<file path="src/rtl/lsu_mem_ctrl_pkg.sv">
// lsu_mem_ctrl_pkg: funct3 codes, FSM encoding and byte-enable patterns shared by the LSU
package lsu_mem_ctrl_pkg;
  localparam logic [2:0] F3_B  = 3'b000;
  localparam logic [2:0] F3_H  = 3'b001;
  localparam logic [2:0] F3_W  = 3'b010;
  localparam logic [2:0] F3_BU = 3'b100;
  localparam logic [2:0] F3_HU = 3'b101;
  typedef enum logic [2:0] {S_IDLE, S_REQ, S_WAIT, S_DONE, S_FAULT} state_t;
  localparam logic [3:0] BE_B = 4'b0001;
  localparam logic [3:0] BE_H = 4'b0011;
  localparam logic [3:0] BE_W = 4'b1111;
  function automatic logic [3:0] lane_be(input logic [2:0] f3, input logic [1:0] off);
    return f3[1:0] == 2'b00 ? BE_B << off : f3[1:0] == 2'b01 ? BE_H << {off[1], 1'b0} : BE_W;
  endfunction
endpackage

</file>
<file path="src/rtl/lsu_mem_ctrl_load_data_aligner.sv">
// load_data_aligner: picks the byte/halfword at the address offset and extends it to 32 bits
module load_data_aligner
  import lsu_mem_ctrl_pkg::*;
(
  input  logic [31:0] rdata,
  input  logic [1:0]  off,
  input  logic [2:0]  func3,
  output logic [31:0] result
);
  logic [7:0]  b;
  logic [15:0] h;
  always_comb begin
    b = rdata[{off, 3'b000} +: 8];
    h = off[1] ? rdata[31:16] : rdata[15:0];
    result = func3 == F3_B  ? {{24{b[7]}}, b} :
             func3 == F3_BU ? {24'b0, b} :
             func3 == F3_H  ? {{16{h[15]}}, h} :
             func3 == F3_HU ? {16'b0, h} : rdata;
  end
endmodule

</file>
<file path="src/rtl/lsu_mem_ctrl.sv">
// lsu_mem_ctrl: rv32i load/store sequencer; TIMEOUT counts WAIT cycles, a rsp in the last one still wins
module lsu_mem_ctrl
  import lsu_mem_ctrl_pkg::*;
#(
  parameter int ADDR_W  = 32,
  parameter int TIMEOUT = 255,
  parameter int CNT_W   = 8
) (
  input  logic              clk,
  input  logic              rst,
  input  logic              core_req,
  input  logic              core_we,
  input  logic [2:0]        core_func3,
  input  logic [ADDR_W-1:0] core_addr,
  input  logic [31:0]       core_wdata,
  output logic              core_busy,
  output logic              core_done,
  output logic              core_err,
  output logic [31:0]       core_rdata,
  output logic              mem_req_valid,
  input  logic              mem_req_ready,
  output logic [ADDR_W-1:0] mem_addr,
  output logic              mem_we,
  output logic [3:0]        mem_be,
  output logic [31:0]       mem_wdata,
  input  logic              mem_rsp_valid,
  input  logic [31:0]       mem_rdata
);
  state_t            state, state_n;
  logic              we_q, err_q, legal, aligned;
  logic [2:0]        f3_q;
  logic [ADDR_W-1:0] addr_q;
  logic [31:0]       wdata_q, ld_data;
  logic [CNT_W-1:0]  cnt;
  assign legal   = core_we ? core_func3 inside {F3_B, F3_H, F3_W}
                           : core_func3 inside {F3_B, F3_H, F3_W, F3_BU, F3_HU};
  assign aligned = core_func3[1:0] == 2'b01 ? !core_addr[0] :
                   core_func3[1:0] == 2'b10 ? core_addr[1:0] == 2'b00 : 1'b1;
  assign mem_addr  = {addr_q[ADDR_W-1:2], 2'b00};
  assign mem_wdata = f3_q[1:0] == 2'b00 ? {4{wdata_q[7:0]}} :
                     f3_q[1:0] == 2'b01 ? {2{wdata_q[15:0]}} : wdata_q;
  load_data_aligner u_align (.rdata(mem_rdata), .off(addr_q[1:0]), .func3(f3_q), .result(ld_data));
  always_comb begin
    state_n       = state;
    core_busy     = state != S_IDLE;
    core_done     = state == S_DONE;
    core_err      = core_done & err_q;
    mem_req_valid = state == S_REQ;
    mem_we        = mem_req_valid & we_q;
    mem_be        = mem_req_valid ? lane_be(f3_q, addr_q[1:0]) : 4'b0000;
    case (state)
      S_IDLE:  if (core_req) state_n = legal && aligned ? S_REQ : S_FAULT;
      S_REQ:   if (mem_req_ready) state_n = S_WAIT;
      S_WAIT:  if (mem_rsp_valid || cnt == CNT_W'(TIMEOUT - 1)) state_n = S_DONE;
      S_FAULT: state_n = S_DONE;
      default: state_n = S_IDLE;
    endcase
  end
  always_ff @(posedge clk) begin
    if (rst) begin
      state      <= S_IDLE;
      we_q       <= 1'b0;
      f3_q       <= 3'b000;
      addr_q     <= '0;
      wdata_q    <= '0;
      cnt        <= '0;
      err_q      <= 1'b0;
      core_rdata <= '0;
    end else begin
      state <= state_n;
      cnt   <= state == S_WAIT ? cnt + 1'b1 : '0;
      if (state == S_IDLE && core_req) begin
        we_q    <= core_we;
        f3_q    <= core_func3;
        addr_q  <= core_addr;
        wdata_q <= core_wdata;
      end
      if (state == S_FAULT) err_q <= 1'b1;
      if (state == S_WAIT) begin
        err_q <= !mem_rsp_valid;
        if (mem_rsp_valid && !we_q) core_rdata <= ld_data;
      end
    end
  end
endmodule

</file>
<file path="config.mk">
export PLATFORM = sky130hd
export DESIGN_NAME = lsu_mem_ctrl
export DESIGN_NICKNAME = d
export VERILOG_FILES = /design/src/rtl/lsu_mem_ctrl_pkg.sv /design/src/rtl/lsu_mem_ctrl_load_data_aligner.sv /design/src/rtl/lsu_mem_ctrl.sv
export SDC_FILE = /design/constraint.sdc
export NUM_CORES = 1
export LEC_CHECK = 0
export ABC_AREA = 1
export BUFFER_PORTS_ARGS = -buffer_cell sky130_fd_sc_hd__buf_2
export CORE_AREA = 8 8 131 133
export DETAILED_ROUTE_END_ITERATION = 10
export DIE_AREA = 0 0 139 141
export HOLD_SLACK_MARGIN = 0.02
export PLACE_DENSITY_LB_ADDON = 0.25
export SKIP_CTS_REPAIR_TIMING = 1
export SLEW_MARGIN = 20
export SYNTH_ARGS = -nofsm -noshare
export SYNTH_HDL_FRONTEND = slang
export SYNTH_SLANG_ARGS = --single-unit
export TNS_END_PERCENT = 50
</file>
<file path="constraint.sdc">
create_clock -name clk -period 3.29 [get_ports clk]
set_clock_uncertainty 0.1 [all_clocks]
set_input_delay 0.4935 -clock clk [delete_from_list [all_inputs] [get_ports clk]]
set_output_delay 0.4935 -clock clk [all_outputs]
set_load 0.02 [all_outputs]
</file>
# --- Yosys cells after proc, flatten, opt, wreduce, memory -nomap -nowiden ---
# Cells that the tools add are included.
op_classes:
  n_addsub: 1
  n_eq_ne: 18
  shifts: 3
  n_mux: 20
  bitwise_logic: 3
  n_reduce_logical: 19
op_table:
  columns: ["operator", "n"]
  rows:
  - ["$mux 32", 6]
  - ["$shiftx 32x6->8", 1]
  - ["$mux 16", 1]
  - ["$eq 3x3->1 const B", 5]
  - ["$mux 3", 4]
  - ["$mux 4", 3]
  - ["$pmux 3 s4", 1]
  - ["$eq 3x1->1 const B", 3]
  - ["$eq 3x2->1 const B", 3]
  - ["$logic_not 3->1", 3]
  - ["$add 8x1->8 const B", 1]
  - ["$eq 8x8->1 const B", 1]
  - ["$reduce_bool 3->1", 2]
  - ["$mux 1", 5]
  - ["$reduce_bool 5->1", 1]
  - ["$eq 2x1->1 const B", 2]
  - ["$logic_not 2->1", 2]
  - ["$ne 2x2->1 const B", 2]
  - ["$shl 1x2->4 const A", 1]
  - ["$shl 2x2->4 const A", 1]
  - ["$logic_and 1x1->1", 3]
  - ["$logic_not 1->1", 3]
  - ["$reduce_and 3->1", 1]
  - ["$and 1x1->1", 2]
  - ["other kinds (7)", 7]
word_totals:
  reg_bits: 112

# --- Logic depth before layout (Yosys ltp) ---
logic_depth:
  depth_word: 7
  depth_mapped: 12

# --- Modules after synthesis ---
# Synthesis repeated with hierarchy kept, for this count alone.
hier_totals:
  hier_cells: 892
  area_unflattened_um2: 5898.2
modules_own_cells:
  columns: ["mod", "n_inst", "cells_per_inst", "area_per_inst_um2"]
  rows:
  - ["lsu_mem_ctrl", 1, 635, 4779.6]
  - ["load_data_aligner", 1, 257, 1118.6]

# --- Least setup slack after synthesis ---
# Ideal clock, no wire load.
synth_timing:
  path_type: "reg-to-output"
  startpoint: "register f3_q[0]"
  endpoint: "output port mem_be[1]"
  arrival_time_ns: 1.402
  t_required_ns: 2.697
  path_slack_ns: 1.295
  stages_incl_launch_ff: 6
  path_buffers: 3
  path_cell_list: "dfxtp_1 buf_2 nor2_2 buf_2 buf_2 a211oi_1"
synth_via:
  elab_chain_len: 4
  word_cells_on_any_way: 5
  cone_classes: "1 x eq/ne; 3 x mux; 1 x reduce/logical"
synth_lines:
  columns: ["item", "line_no", "text"]
  rows:
  - ["start: declaration", "lsu_mem_ctrl.sv:31", "logic [2:0] f3_q;"]
  - ["start signal: assignment", "lsu_mem_ctrl.sv:74", "f3_q <= core_func3;"]
  - ["$eq 2x1->1", "lsu_mem_ctrl_pkg.sv:13", "return f3[1:0] == 2'b00 ? BE_B << off : f3[1:0] == 2'b01 ? BE_H << {off[1], 1'b0} : BE_W;"]
  - ["$mux 4", "lsu_mem_ctrl_pkg.sv:13", null]
  - ["$mux 4 *", "lsu_mem_ctrl_pkg.sv:13", null]
  - ["$mux 4 *", "lsu_mem_ctrl.sv:50", "mem_be = mem_req_valid ? lane_be(f3_q, addr_q[1:0]) : 4'b0000;"]
  - ["end: declaration", "lsu_mem_ctrl.sv:24", "output logic [3:0] mem_be,"]
# Every way passes the cells marked *; elsewhere a longest branch is shown, timed or not.

# --- Final worst setup path ---
layout_timing:
  startpoint: "register f3_q[1]"
  endpoint: "output port mem_be[0]"
# The elaborated chain is that of the path after synthesis.

==> flow_summary.ini <==
[power_and_ir_drop]
switching_share_pct = 44.7
p_clk_share_pct = 21.1
p_comb_share_pct = 45.7
p_int_w = 0.00302
ir_drop_mv = 0.366
pwr-share-seq_pct = 33.1
cellLeakagePower_nw = 3.50
powerDensity_nw_per_um2 = 781
power_switching_w = 0.00244

[sta]
holdWs_ps = 302
tightest_slew_ps = 715
hold_viol = 0
tns_ps = 0
fin_crit_ps = 2430
slew_viol_final = 0
fmax_mhz = 411
setup_viol = 0
slew-limit-headroom_pct = 52.3
rsz0062_at_grt = no
period_share_pct = 73.9

[setup_path]
regToRegStartpoint = f3_q[1]
r2r_setup_slack_ps = 1250
cp-startpoint = f3_q[1]
crit_chain = buf_4, nor2_2, inv_2, o21ai_0, nor2_1, buf_2
required_ps = 2700
path_class = register to output port
r2r_cells = 8
r2r-end = core_rdata[23]
end_kind = output port
critPathMaxFanout = 31
slowest_delay_ps = 390
start_kind = register
slowest_stage = inv_2
worstPathArrival_ps = 1840

[floorplanning]
fp.dieW_um = 139
die_height_um = 141
core-area_sq_um = 15000
initial_core_util_pct = 39.6
die-area_sq_um = 19600
fp-row-count = 45
num_io_pins = 210

[synth]
syn_area_per_cell_sq_um = 6.69
synth_cell_types = 37
synth-seq-cells = 112
synth_seq_area_share_pct = 37.8
synth_top_area_share_pct = 37.8
synth_area_sq_um = 5920
syn_inst = 885
yosysTopAreaCell = dfxtp_1
synth.area.top_cells = dfxtp_1 (38%), nand2_1 (12%), nand3_1 (7.2%), a21oi_1 (6.9%), inv_1 (6.0%)
yosysWarnings = 0

[layout]
fin_nets = 1124
finalInstanceArea_sq_um = 6990
area_delta_synth_final_pct = 17.9
final_common_cell = buf_2
instances_no_fill = 1214
drive_gt1_share_pct = 25.5
final_util_pct = 46.6
final_cell_mix = buf_2 (207), nand2_1 (188), dfxtp_1 (112)

[cts]
cts.reportedPaths.clkPinSlew_ps = 80
cts_sinks = 112
htreeDepth = 3
worst_skew_pair.late_latency_ps = 350
cts_inserted_buffers = 9
clock-root-buffer = clkbuf_16
clock_path_buffers = 2
cts_tree = yes

[outcome]
status = completed

[detailed_routing]
drcViolationCount = 0
route.vias.total = 5881
wire_per_inst_um = 14.8
met1Wirelength_um = 7890
drt_iter0_drc = 321
dr_wl_met3_um = 1420
final_antenna_net_count = 0
wl_met2_um = 8280
routed_via_density = 4.84
routed_wl_um = 18000
top_layer = met5
first_pass_iters = 5

[min_path]
hold_depth = 3
hp-class = input pin to register
holdPathEnd = addr_q[13]
worstHoldStart = core_addr[13]

[placement]
place_area_sq_um = 6670
numPortBuffers = 207
place_congestion = 0.844
hpwlAfterDp_um = 13300
placed_cells = 1194

[global_route]
antenna_found_initial = 5
grt_usage_pct = 18.2
grt_max_degree = 71
grt_first_pass_wirelength_um = 29100
grt_pass1_vias = 5669
grt-ovfl-total = 0

[job]
cap_violations = 0
## area by class of cell
class                   count  area (sq um)
multi-input cells         575          2690
clock buffers               9           225
diodes                      4          10.0
clock inverters             7          76.3
fillers                  1680          7990
inverters                 102           388
repair buffers            217          1120
well taps                 188           235
flip-flops and latches    112          2240
## per-stage QoR
step	worst slack (ps)	total power [W]
3_5_place_dp	1240	0.00435
4_1_cts	843	0.00551
6_report	857	0.00545
2_1_floorplan	1290	0.00380
3_3_place_gp	1240	0.00434
5_1_grt	629	0.00587
## synth_stat cells (all sizes together)
library cell and instances:
conb 1, a21oi 84, nand4 5, nor4 1, buf 76, clkbuf 21
xnor2 1, a211oi 3, nand3 90, ha 2, dfxtp 112, nand2 194
o21ai 82, nor2 90, o221ai 8, xor2 1, nor3 2, nand3b 2
a31oi 1, or2 7, inv 102
## power by group through the flow
stage               registers (W)  logic (W)  clock network [W]
floorplan                 0.00188    0.00192                  0
global placement          0.00184    0.00250                  0
detailed placement        0.00184    0.00251                  0
CTS                       0.00181    0.00252            0.00118
global route              0.00185    0.00279            0.00123
finish                    0.00181    0.00249            0.00115
## cell families after synthesis
group / Yosys count / share of synthesized area [%]
adders and majority gates: 2 / 0.422
buffers and inverters: 199 / 16.9
other: 1 / 0.0633
xor gates and xnor gates: 2 / 0.296
DFF: 112 / 37.8
AOI/OAI and AO/OA: 178 / 15.8
and+or+nand+nor: 391 / 28.7
## sequential cells by signal, summed over array words and instances, names as in the netlist
register / flops
addr_q: 32
core_rdata: 32
wdata_q: 32
cnt: 8
f3_q: 3
state: 3
err_q: 1
we_q: 1
## worst max-delay path by stage
| stage | end | slack (ps) | cells after the start |
|---|---|---|---|
| 3_3_place_gp | mem_be[3] | 1240 | 5 |
| 2_1_floorplan | mem_be[1] | 1290 | 5 |
| 3_5_place_dp | mem_be[2] | 1240 | 5 |
| 4_1_cts | mem_be[0] | 840 | 6 |
| 6_report | mem_be[0] | 860 | 6 |
| 5_1_grt | mem_be[3] | 630 | 5 |
## per-layer routing
layer	vias to the layer above	track usage (%)
li1	3052	-
met4	2	7.34
met5	-	0
met1	2635	21.4
met3	24	5.98
met2	168	30.0
## critical path, delay by kind of cell, from the launching register on
| kind | cells | cell delay, ps |
|---|---|---|
| AOI/OAI and AO/OA | 1 | 140 |
| buffers and inverters | 3 | 840 |
| DFF | 1 | 340 |
| and+or+nand+nor | 2 | 170 |
Power figures use the tool's default switching activity.
